## src/rtl/grid_editor_if.sv

```systemverilog
// Toggle-write channel from grid_editor into the Game of Life grid (valid/ready handshake).
interface grid_editor_if #(
  parameter int unsigned WIDTH  = 20,
  parameter int unsigned HEIGHT = 15
);
  logic                      wr_valid;
  logic                      wr_ready;
  logic [$clog2(WIDTH)-1:0]  wr_x;
  logic [$clog2(HEIGHT)-1:0] wr_y;
  logic                      wr_value;

  modport master (
    output wr_valid,
    output wr_x,
    output wr_y,
    output wr_value,
    input  wr_ready
  );

  modport slave (
    input  wr_valid,
    input  wr_x,
    input  wr_y,
    input  wr_value,
    output wr_ready
  );
endinterface

```

## src/rtl/grid_editor.sv

```systemverilog
// Button-driven cursor editor for the Game of Life grid: debounced left/right, RUN/EDIT/WRITE FSM.
// Optional cursor blink is enabled by defining GRID_EDITOR_BLINK_EN.
module grid_editor #(
  parameter int unsigned WIDTH           = 20,
  parameter int unsigned HEIGHT          = 15,
  parameter int unsigned DEBOUNCE_CYCLES = 400000,
  parameter int unsigned BLINK_CYCLES    = 10000000
) (
  input  logic                             clk,
  input  logic                             reset,
  input  logic                             left,
  input  logic                             right,
  input  logic [HEIGHT-1:0][WIDTH-1:0]     grid,
  grid_editor_if.master                    wr,
  output logic [$clog2(WIDTH)-1:0]         cursor_x,
  output logic [$clog2(HEIGHT)-1:0]        cursor_y,
  output logic                             cursor_visible,
  output logic                             pause
);

  localparam int unsigned XW = $clog2(WIDTH);
  localparam int unsigned YW = $clog2(HEIGHT);
  localparam int unsigned CW = $clog2(DEBOUNCE_CYCLES + 1);
  localparam logic [XW-1:0] XLast  = XW'(WIDTH - 1);
  localparam logic [YW-1:0] YLast  = YW'(HEIGHT - 1);
  localparam logic [CW-1:0] DbLast = CW'(DEBOUNCE_CYCLES - 1);

  typedef enum logic [1:0] {StRun, StEdit, StWrite} state_e;

  // Bit 0 is left, bit 1 is right throughout.
  logic [1:0]    raw;
  logic [1:0]    sync1_q, sync2_q, db_q, db_prev_q, taint_q;
  logic [CW-1:0] db_cnt_q [2];
  logic [1:0]    rise, fall, other, single;
  logic          chord;

  assign raw = {right, left};

  always_ff @(posedge clk) begin
    if (reset) begin
      sync1_q   <= '0;
      sync2_q   <= '0;
      db_q      <= '0;
      db_prev_q <= '0;
      for (int i = 0; i < 2; i++) db_cnt_q[i] <= '0;
    end else begin
      sync1_q   <= raw;
      sync2_q   <= sync1_q;
      db_prev_q <= db_q;
      for (int i = 0; i < 2; i++) begin
        if (sync2_q[i] == db_q[i]) begin
          db_cnt_q[i] <= '0;
        end else if (db_cnt_q[i] == DbLast) begin
          db_q[i]     <= sync2_q[i];
          db_cnt_q[i] <= '0;
        end else begin
          db_cnt_q[i] <= db_cnt_q[i] + 1'b1;
        end
      end
    end
  end

  assign rise   = db_q & ~db_prev_q;
  assign fall   = ~db_q & db_prev_q;
  assign other  = {db_q[0], db_q[1]};
  assign chord  = (&db_q) & ~(&db_prev_q);
  assign single = fall & ~taint_q;

  // A press is tainted if the other button was held at any point while it was down.
  always_ff @(posedge clk) begin
    if (reset) begin
      taint_q <= '0;
    end else begin
      for (int i = 0; i < 2; i++) begin
        if (rise[i]) begin
          taint_q[i] <= other[i];
        end else if (db_q[i] && other[i]) begin
          taint_q[i] <= 1'b1;
        end
      end
    end
  end

  state_e        state_q;
  logic [XW-1:0] cx_q, wx_q;
  logic [YW-1:0] cy_q, wy_q;
  logic          wv_q, wval_q, pause_q;

  always_ff @(posedge clk) begin
    if (reset) begin
      state_q <= StRun;
      cx_q    <= '0;
      cy_q    <= '0;
      wx_q    <= '0;
      wy_q    <= '0;
      wv_q    <= 1'b0;
      wval_q  <= 1'b0;
      pause_q <= 1'b0;
    end else begin
      unique case (state_q)
        StRun: begin
          if (chord) begin
            state_q <= StEdit;
            pause_q <= 1'b1;
          end
        end
        StEdit: begin
          if (chord) begin
            state_q <= StRun;
            pause_q <= 1'b0;
          end else if (single[0]) begin
            if (cx_q == XLast) begin
              cx_q <= '0;
              cy_q <= (cy_q == YLast) ? '0 : cy_q + 1'b1;
            end else begin
              cx_q <= cx_q + 1'b1;
            end
          end else if (single[1]) begin
            wx_q    <= cx_q;
            wy_q    <= cy_q;
            wval_q  <= ~grid[cy_q][cx_q];
            wv_q    <= 1'b1;
            state_q <= StWrite;
          end
        end
        StWrite: begin
          // Button events are dropped here, chords included.
          if (wv_q && wr.wr_ready) begin
            wv_q    <= 1'b0;
            state_q <= StEdit;
          end
        end
        default: state_q <= StRun;
      endcase
    end
  end

  assign wr.wr_valid = wv_q;
  assign wr.wr_x     = wx_q;
  assign wr.wr_y     = wy_q;
  assign wr.wr_value = wval_q;
  assign cursor_x    = cx_q;
  assign cursor_y    = cy_q;
  assign pause       = pause_q;

`ifdef GRID_EDITOR_BLINK_EN
  localparam int unsigned BW = $clog2(BLINK_CYCLES + 1);
  localparam logic [BW-1:0] BlinkLast = BW'(BLINK_CYCLES - 1);

  logic [BW-1:0] blink_cnt_q;
  logic          phase_q;
  logic          blink_restart;

  // Restart visible so the cursor shows immediately after entering EDIT or moving.
  assign blink_restart = ((state_q == StRun) && chord) || ((state_q == StEdit) && single[0]);

  always_ff @(posedge clk) begin
    if (reset) begin
      blink_cnt_q <= '0;
      phase_q     <= 1'b0;
    end else if (blink_restart) begin
      blink_cnt_q <= '0;
      phase_q     <= 1'b1;
    end else if (blink_cnt_q == BlinkLast) begin
      blink_cnt_q <= '0;
      phase_q     <= ~phase_q;
    end else begin
      blink_cnt_q <= blink_cnt_q + 1'b1;
    end
  end

  assign cursor_visible = pause_q & phase_q;
`else
  logic unused_blink_cycles;
  assign unused_blink_cycles = ^BLINK_CYCLES;
  assign cursor_visible      = pause_q;
`endif

endmodule

```

## src/flat_wrapper.sv

```systemverilog
// flat-port wrapper written by rule: the top's interface ports become plain ports
module grid_editor_flat 
#(
  parameter int unsigned WIDTH           = 20,
  parameter int unsigned HEIGHT          = 15,
  parameter int unsigned DEBOUNCE_CYCLES = 400000,
  parameter int unsigned BLINK_CYCLES    = 10000000
)
  (clk, reset, left, right, grid, cursor_x, cursor_y, cursor_visible, pause, wr_wr_valid, wr_wr_x, wr_wr_y, wr_wr_value, wr_wr_ready);
  grid_editor_if #(.WIDTH(WIDTH), .HEIGHT(HEIGHT)) wr_i ();
  input  logic clk;
  input  logic reset;
  input  logic left;
  input  logic right;
  input  logic [HEIGHT-1:0][WIDTH-1:0] grid;
  output logic [$clog2(WIDTH)-1:0] cursor_x;
  output logic [$clog2(HEIGHT)-1:0] cursor_y;
  output logic cursor_visible;
  output logic pause;
  output wire logic [$bits(wr_i.wr_valid)-1:0] wr_wr_valid;
  output wire logic [$bits(wr_i.wr_x)-1:0] wr_wr_x;
  output wire logic [$bits(wr_i.wr_y)-1:0] wr_wr_y;
  output wire logic [$bits(wr_i.wr_value)-1:0] wr_wr_value;
  input wire logic [$bits(wr_i.wr_ready)-1:0] wr_wr_ready;
  assign wr_wr_valid = wr_i.wr_valid;
  assign wr_wr_x = wr_i.wr_x;
  assign wr_wr_y = wr_i.wr_y;
  assign wr_wr_value = wr_i.wr_value;
  assign wr_i.wr_ready = wr_wr_ready;
  grid_editor #(.WIDTH(WIDTH), .HEIGHT(HEIGHT), .DEBOUNCE_CYCLES(DEBOUNCE_CYCLES), .BLINK_CYCLES(BLINK_CYCLES)) u_core (.clk(clk), .reset(reset), .left(left), .right(right), .grid(grid), .wr(wr_i), .cursor_x(cursor_x), .cursor_y(cursor_y), .cursor_visible(cursor_visible), .pause(pause));
endmodule
```

## config.mk

```make
export PLATFORM = sky130hd
export DESIGN_NAME = grid_editor_flat
export DESIGN_NICKNAME = d
export VERILOG_FILES = /design/src/rtl/grid_editor_if.sv /design/src/rtl/grid_editor.sv /design/src/flat_wrapper.sv
export SDC_FILE = /design/constraint.sdc
export NUM_CORES = 1
export LEC_CHECK = 0
export BUFFER_PORTS_ARGS = -buffer_cell sky130_fd_sc_hd__buf_2
export CAP_MARGIN = 20
export CORE_MARGIN = 4
export CORE_UTILIZATION = 31
export DETAILED_ROUTE_END_ITERATION = 8
export GPL_TIMING_DRIVEN = 0
export MAX_ROUTING_LAYER = met4
export SETUP_SLACK_MARGIN = 0.3
export SLEW_MARGIN = 20
export SYNTH_ARGS = -nofsm -noshare
export SYNTH_HDL_FRONTEND = slang
export SYNTH_SLANG_ARGS = --single-unit
```

## constraint.sdc

```tcl
create_clock -name clk -period 5.25 [get_ports clk]
set_input_delay 1.3125 -clock clk [delete_from_list [all_inputs] [get_ports clk]]
set_output_delay 1.3125 -clock clk [all_outputs]
set_load 0.02 [all_outputs]
```

* Word level (Yosys, flattened, before mapping) *
Memories as Yosys holds them, arrays and structs flattened.
Index checks and enable logic that the tools add are counted.

cells by class
  $add $sub $neg = 4
  $lt $le $gt $ge = 2
  equal/unequal tests = 16
  mux-type cells = 53
  bitwise gates (word level) = 19
  reductions and logical operators = 17

operator list
  cell                     count
  $mux W19                 6
  $bmux W20 S4             1
  $add A19 B1 Y19 const B  2
  $eq A19 B19 Y1 const B   2
  $mux W1                  34
  $mux W20                 1
  $reduce_and A4 Y1        3
  $mux W2                  5
  $ne A2 B1 Y1 const B     4
  $reduce_and A2 Y1        4
  $reduce_bool A2 Y1       4
  $and A2 B2 Y2            3
  $lt A5 B6 Y1 const B     1
  $not A1 Y1               6
  $not A2 Y2               3
  $or A1 B1 Y1             6
  $pmux W2 S3              1
  $reduce_and A3 Y1        2
  $add A5 B1 Y5 const B    1
  $bmux W1 S5              1
  $eq A5 B5 Y1 const B     1
  $lt A4 B5 Y1 const B     1
  $mux W5                  1
  $reduce_and A5 Y1        1
  13 further kinds         17

word-level totals
  register bits = 33
  bits in writable memories = 38
  input bits = 305
  output and inout bits = 22
  logic and storage cells = 127
  memories kept = 1

memory list
  name             words  bits a word  rd ports  clocked after Yosys merged registers in  wr ports  RTL line           text
  u_core.db_cnt_q  2      19           2         0                                        2         grid_editor.sv:33  logic [CW-1:0] db_cnt_q [2];

* Depth between registers and ports, before layout *
An unclocked memory read counts as a cell.

  depth in word-level cells = 8
  gate-level depth with buffers = 11

* Worst setup path before layout *
No wires, ideal clock.

  path kind = input to register
  start point = in grid[64] in the netlist's numbering
  end point = reg u_core.wval_q (netlist: u_core.wr.wr_value)
  arrival = 2.861 ns
  data required time = 5.147 ns
  path slack = 2.286 ns
  cell stages on the path = 6
  buffers on the path = 0
  cells stage by stage = mux4_2 > mux2_2 > a221o_1 > o32ai_1 > nor4_1 > a2111oi_2

between the ends
  word-level cells in the longest chain between the ends = 5

ends and longest elaborated chain
  item                            RTL line            text
  start: declaration              flat_wrapper.sv:15  input logic [HEIGHT-1:0][WIDTH-1:0] grid;
  $bmux W20 S4                    grid_editor.sv:121  wval_q <= ~grid[cy_q][cx_q];
  $mux W20 (implied by the code)  grid_editor.sv:121
  $bmux W1 S5                     grid_editor.sv:121
  $mux W1 (implied by the code)   grid_editor.sv:121
  $not A1 Y1                      grid_editor.sv:121
  end signal: assignment          grid_editor.sv:121
  end: declaration                grid_editor.sv:87   logic wv_q, wval_q, pause_q;

No other way between the ends. The select of a mux whose other input is x is not followed.
A chain may end at the register's enable or synchronous reset.

* Final worst setup path *
  start point = reg u_core.cy_q[1] (netlist: u_core.cursor_y[1])
  end point = reg u_core.wval_q (netlist: u_core.wr.wr_value)

between the ends
  word-level cells in the longest chain between the ends = 5

ends and longest elaborated chain
  item                            RTL line            text
  start: declaration              grid_editor.sv:86   logic [YW-1:0] cy_q, wy_q;
  start signal: assignment        grid_editor.sv:114  cy_q <= (cy_q == YLast) ? '0 : cy_q + 1'b1;
  $bmux W20 S4                    grid_editor.sv:121
  $mux W20 (implied by the code)  grid_editor.sv:121
  $bmux W1 S5                     grid_editor.sv:121
  $mux W1 (implied by the code)   grid_editor.sv:121
  $not A1 Y1                      grid_editor.sv:121

No other way between the ends. The select of a mux whose other input is x is not followed.

==> flow_summary.json <==
{
  "status": "finished clean",
  "synth_area_sq_mm": 0.00604,
  "cpPeakStageDelay_ps": 480,
  "ctsLongestPathBuffers": 2,
  "cts_num_sinks": 71,
  "seq_area_frac_synth": 0.298,
  "worstSetupPathType": "reg2reg",
  "grt_usage": 0.236,
  "r2r-start": "u_core.cursor_y[1]",
  "ys_ff_latch": 71,
  "report.power.total_mw": 1.42,
  "cts_made_buffers": 9,
  "rsz0062_at_grt": "no",
  "drt_drc_violations_left": 0,
  "crit_path_max_fanout": 10,
  "grt.overflow.total": 0,
  "wl_um": 25800,
  "crit_chain": "buf_2 > buf_2 > buf_2 > mux4_2 > a211oi_1 > a211oi_1 > o32ai_1 > nor4_1 > a2111oi_2",
  "grt_pass1_vias": 6613,
  "fillCellCount": 1945,
  "hold_buffers": 0,
  "initial_core_util": 0.318,
  "drt-pass1-iter-count": 5,
  "clk_latency_ps": 330,
  "layout-drive-gt1-share": 0.443,
  "post-route-min-period_ps": 3320,
  "port_buffers": 325,
  "fin_setup_tns_ps": 0,
  "yosys_warnings": 0,
  "gp_congestion": 0.942,
  "nets": 1285,
  "drt-initial-drc-count": 342,
  "core-area_sq_mm": 0.0190,
  "cts_root_buf": "clkbuf_16",
  "leakage_nw": 3.47,
  "avgSynthCellArea_sq_um": 10.1,
  "wl_met3_um": 1370,
  "cts_setup_buffers": 0,
  "finalHoldViolCount": 0,
  "synthTopCellsByArea": "mux4_2 22%, edfxtp_1 19%, dfxtp_1 11%",
  "vias_per_cell": 5.08,
  "synth_cell_types": 56,
  "cts.reportedPaths.clkPinSlew_ps": 50,
  "die_h_um": 148,
  "cts_resized": 0,
  "finalInstanceArea_sq_mm": 0.00841,
  "min_period_over_period": 0.633,
  "setup_viol": 0,
  "synth_edf_count": 38,
  "synthFlopType": "edfxtp_1",
  "arrival_ps": 3550,
  "io_pins": 327,
  "fmax_mhz": 301,
  "crit_required_ps": 5470,
  "grt_max_degree": 12,
  "seqCellArea_sq_mm": 0.00180,
  "yosys.area.top_type": "mux4_2",
  "p_per_area_mw_per_mm2": 169,
  "holdCritPathClass": "reg2reg",
  "num_rows": 50,
  "hpwlAfterDp_um": 21700,
  "placed_area_sq_mm": 0.00813,
  "synthArstFlopShare": 0,
  "synthCells": 600,
  "cts_tree": "built",
  "multiInputGateArea_sq_mm": 0.00409,
  "slew_headroom": 0.410,
  "start_kind": "register",
  "wl_met1_um": 10000,
  "final_max_slew_viol_count": 0,
  "wl_per_cell_um": 20.8,
  "mostFrequentLayoutCell": "buf_2",
  "die_w_um": 148,
  "cts.htree.levels": 3,
  "tightest_slew_ps": 874,
  "irDropWorstVdd_uv": 142,
  "most-common-layout-cells": "340 x buf_2, 84 x nor2_1, 58 x mux4_2",
  "grt_pass1_wl_um": 37900,
  "crit_path_end_kind": "register",
  "critPathMostFrequentCell": "buf_2",
  "die-area_sq_mm": 0.0218,
  "ant_nets": 0,
  "antenna_found_initial": 2,
  "vias": 6299,
  "crit_start": "u_core.cursor_y[1]",
  "hp-start": "u_core.sync1_q[1]",
  "critPathSlowestCell": "dfxtp_1",
  "top_layer_used": "met4",
  "drv_cap": 0,
  "skew_ps": 9.09,
  "yosys.area.top_type_share": 0.216,
  "area_delta_synth_final_pct": 39.3,
  "dr_wl_met2_um": 13600
}
cells in the mapped netlist, types with 8 or more instances:
cell      count
a21oi_1      26
nor3_1       10
dfxtp_1      33
nand4_1       8
mux2_2       14
a22oi_1      12
mux4_2       58
o21ai_0      19
clkbuf_1     26
mux2i_1      37
nor2b_1      14
xor2_1       22
edfxtp_1     38
xnor2_1      14
inv_1        10
nor2_1       84
nand3_1      25
buf_2        15
nand2_1      34
and3_1       13
logic make-up (layout without fill, tap and decap cells):
group,after synthesis,count (layout),synth area share
other,1,40,0.000621
flip-flops,71,71,0.298
multiplexers,109,109,0.304
AO/OA/AOI/OAI,96,96,0.107
buffers and inverters,60,401,0.0466
AND/OR/NAND/NOR,220,220,0.177
adder cells (fa/ha/maj),7,7,0.0145
XOR/XNOR,36,36,0.0522
critical path: cells and delay by family (launching register included):
family,cells,cell delay (ps)
buffers and inverters,3,1210
AO/OA/AOI/OAI,4,1000
flip-flops,1,480
multiplexers,1,420
AND/OR/NAND/NOR,1,120
cell type report:
type                    count  share of cell area
diodes                      2            0.000595
clock buffers              15              0.0295
flip-flops and latches     71               0.214
inverters                  11             0.00491
plain buffers              49              0.0286
well taps                 260              0.0387
multi-input cells         506               0.487
repair buffers            325               0.193
clock inverters             1             0.00357
power by group:
group | switching, mW | internal [mW] | total, mW | leakage, nW
clock network | 0.215 | 0.369 | 0.584 | 0.132
logic | 0.0875 | 0.137 | 0.225 | 2.68
registers | 0.0146 | 0.601 | 0.616 | 0.659
total | 0.317 | 1.11 | 1.42 | 3.47
path summary, 6_finish.rpt:
| path | to | depth (start not counted) | slack [ps] |
|---|---|---|---|
| max | u_core.wr.wr_value | 9 | 1930 |
| min | u_core.sync2_q[1] | 1 | 430 |
| max reg2reg | u_core.wr.wr_value | 9 | 1930 |
| min reg2reg | u_core.sync2_q[1] | 1 | 430 |
stage by stage:
stage	hold WS, ps	util	setup WS [ps]	std cells
6_report	432	0.444	1930	1240
5_1_grt	447	0.444	1790	1240
3_3_place_gp	426	0.429	1910	1222
2_1_floorplan	414	-	2290	637
4_1_cts	435	0.443	1940	1238
3_5_place_dp	422	0.429	1970	1222
per-layer routing:
| layer | global-route usage | vias to the layer above |
|---|---|---|
| met4 | 0.0825 | 0 |
| met5 | - | - |
| li1 | - | 3008 |
| met2 | 0.418 | 244 |
| met3 | 0.0392 | 47 |
| met1 | 0.269 | 3000 |
state kept, by name, indices dropped and copies added, names as in the netlist:
register / flops
u_core.db_cnt_q: 38
u_core.cursor_x: 5
u_core.wr.wr_x: 5
u_core.cursor_y: 4
u_core.wr.wr_y: 4
u_core.db_prev_q: 2
u_core.db_q: 2
u_core.state_q: 2
u_core.sync1_q: 2
u_core.sync2_q: 2
u_core.taint_q: 2
u_core.cursor_visible: 1
u_core.wr.wr_valid: 1
u_core.wr.wr_value: 1
No activity file was read; power rests on OpenSTA's default activity.
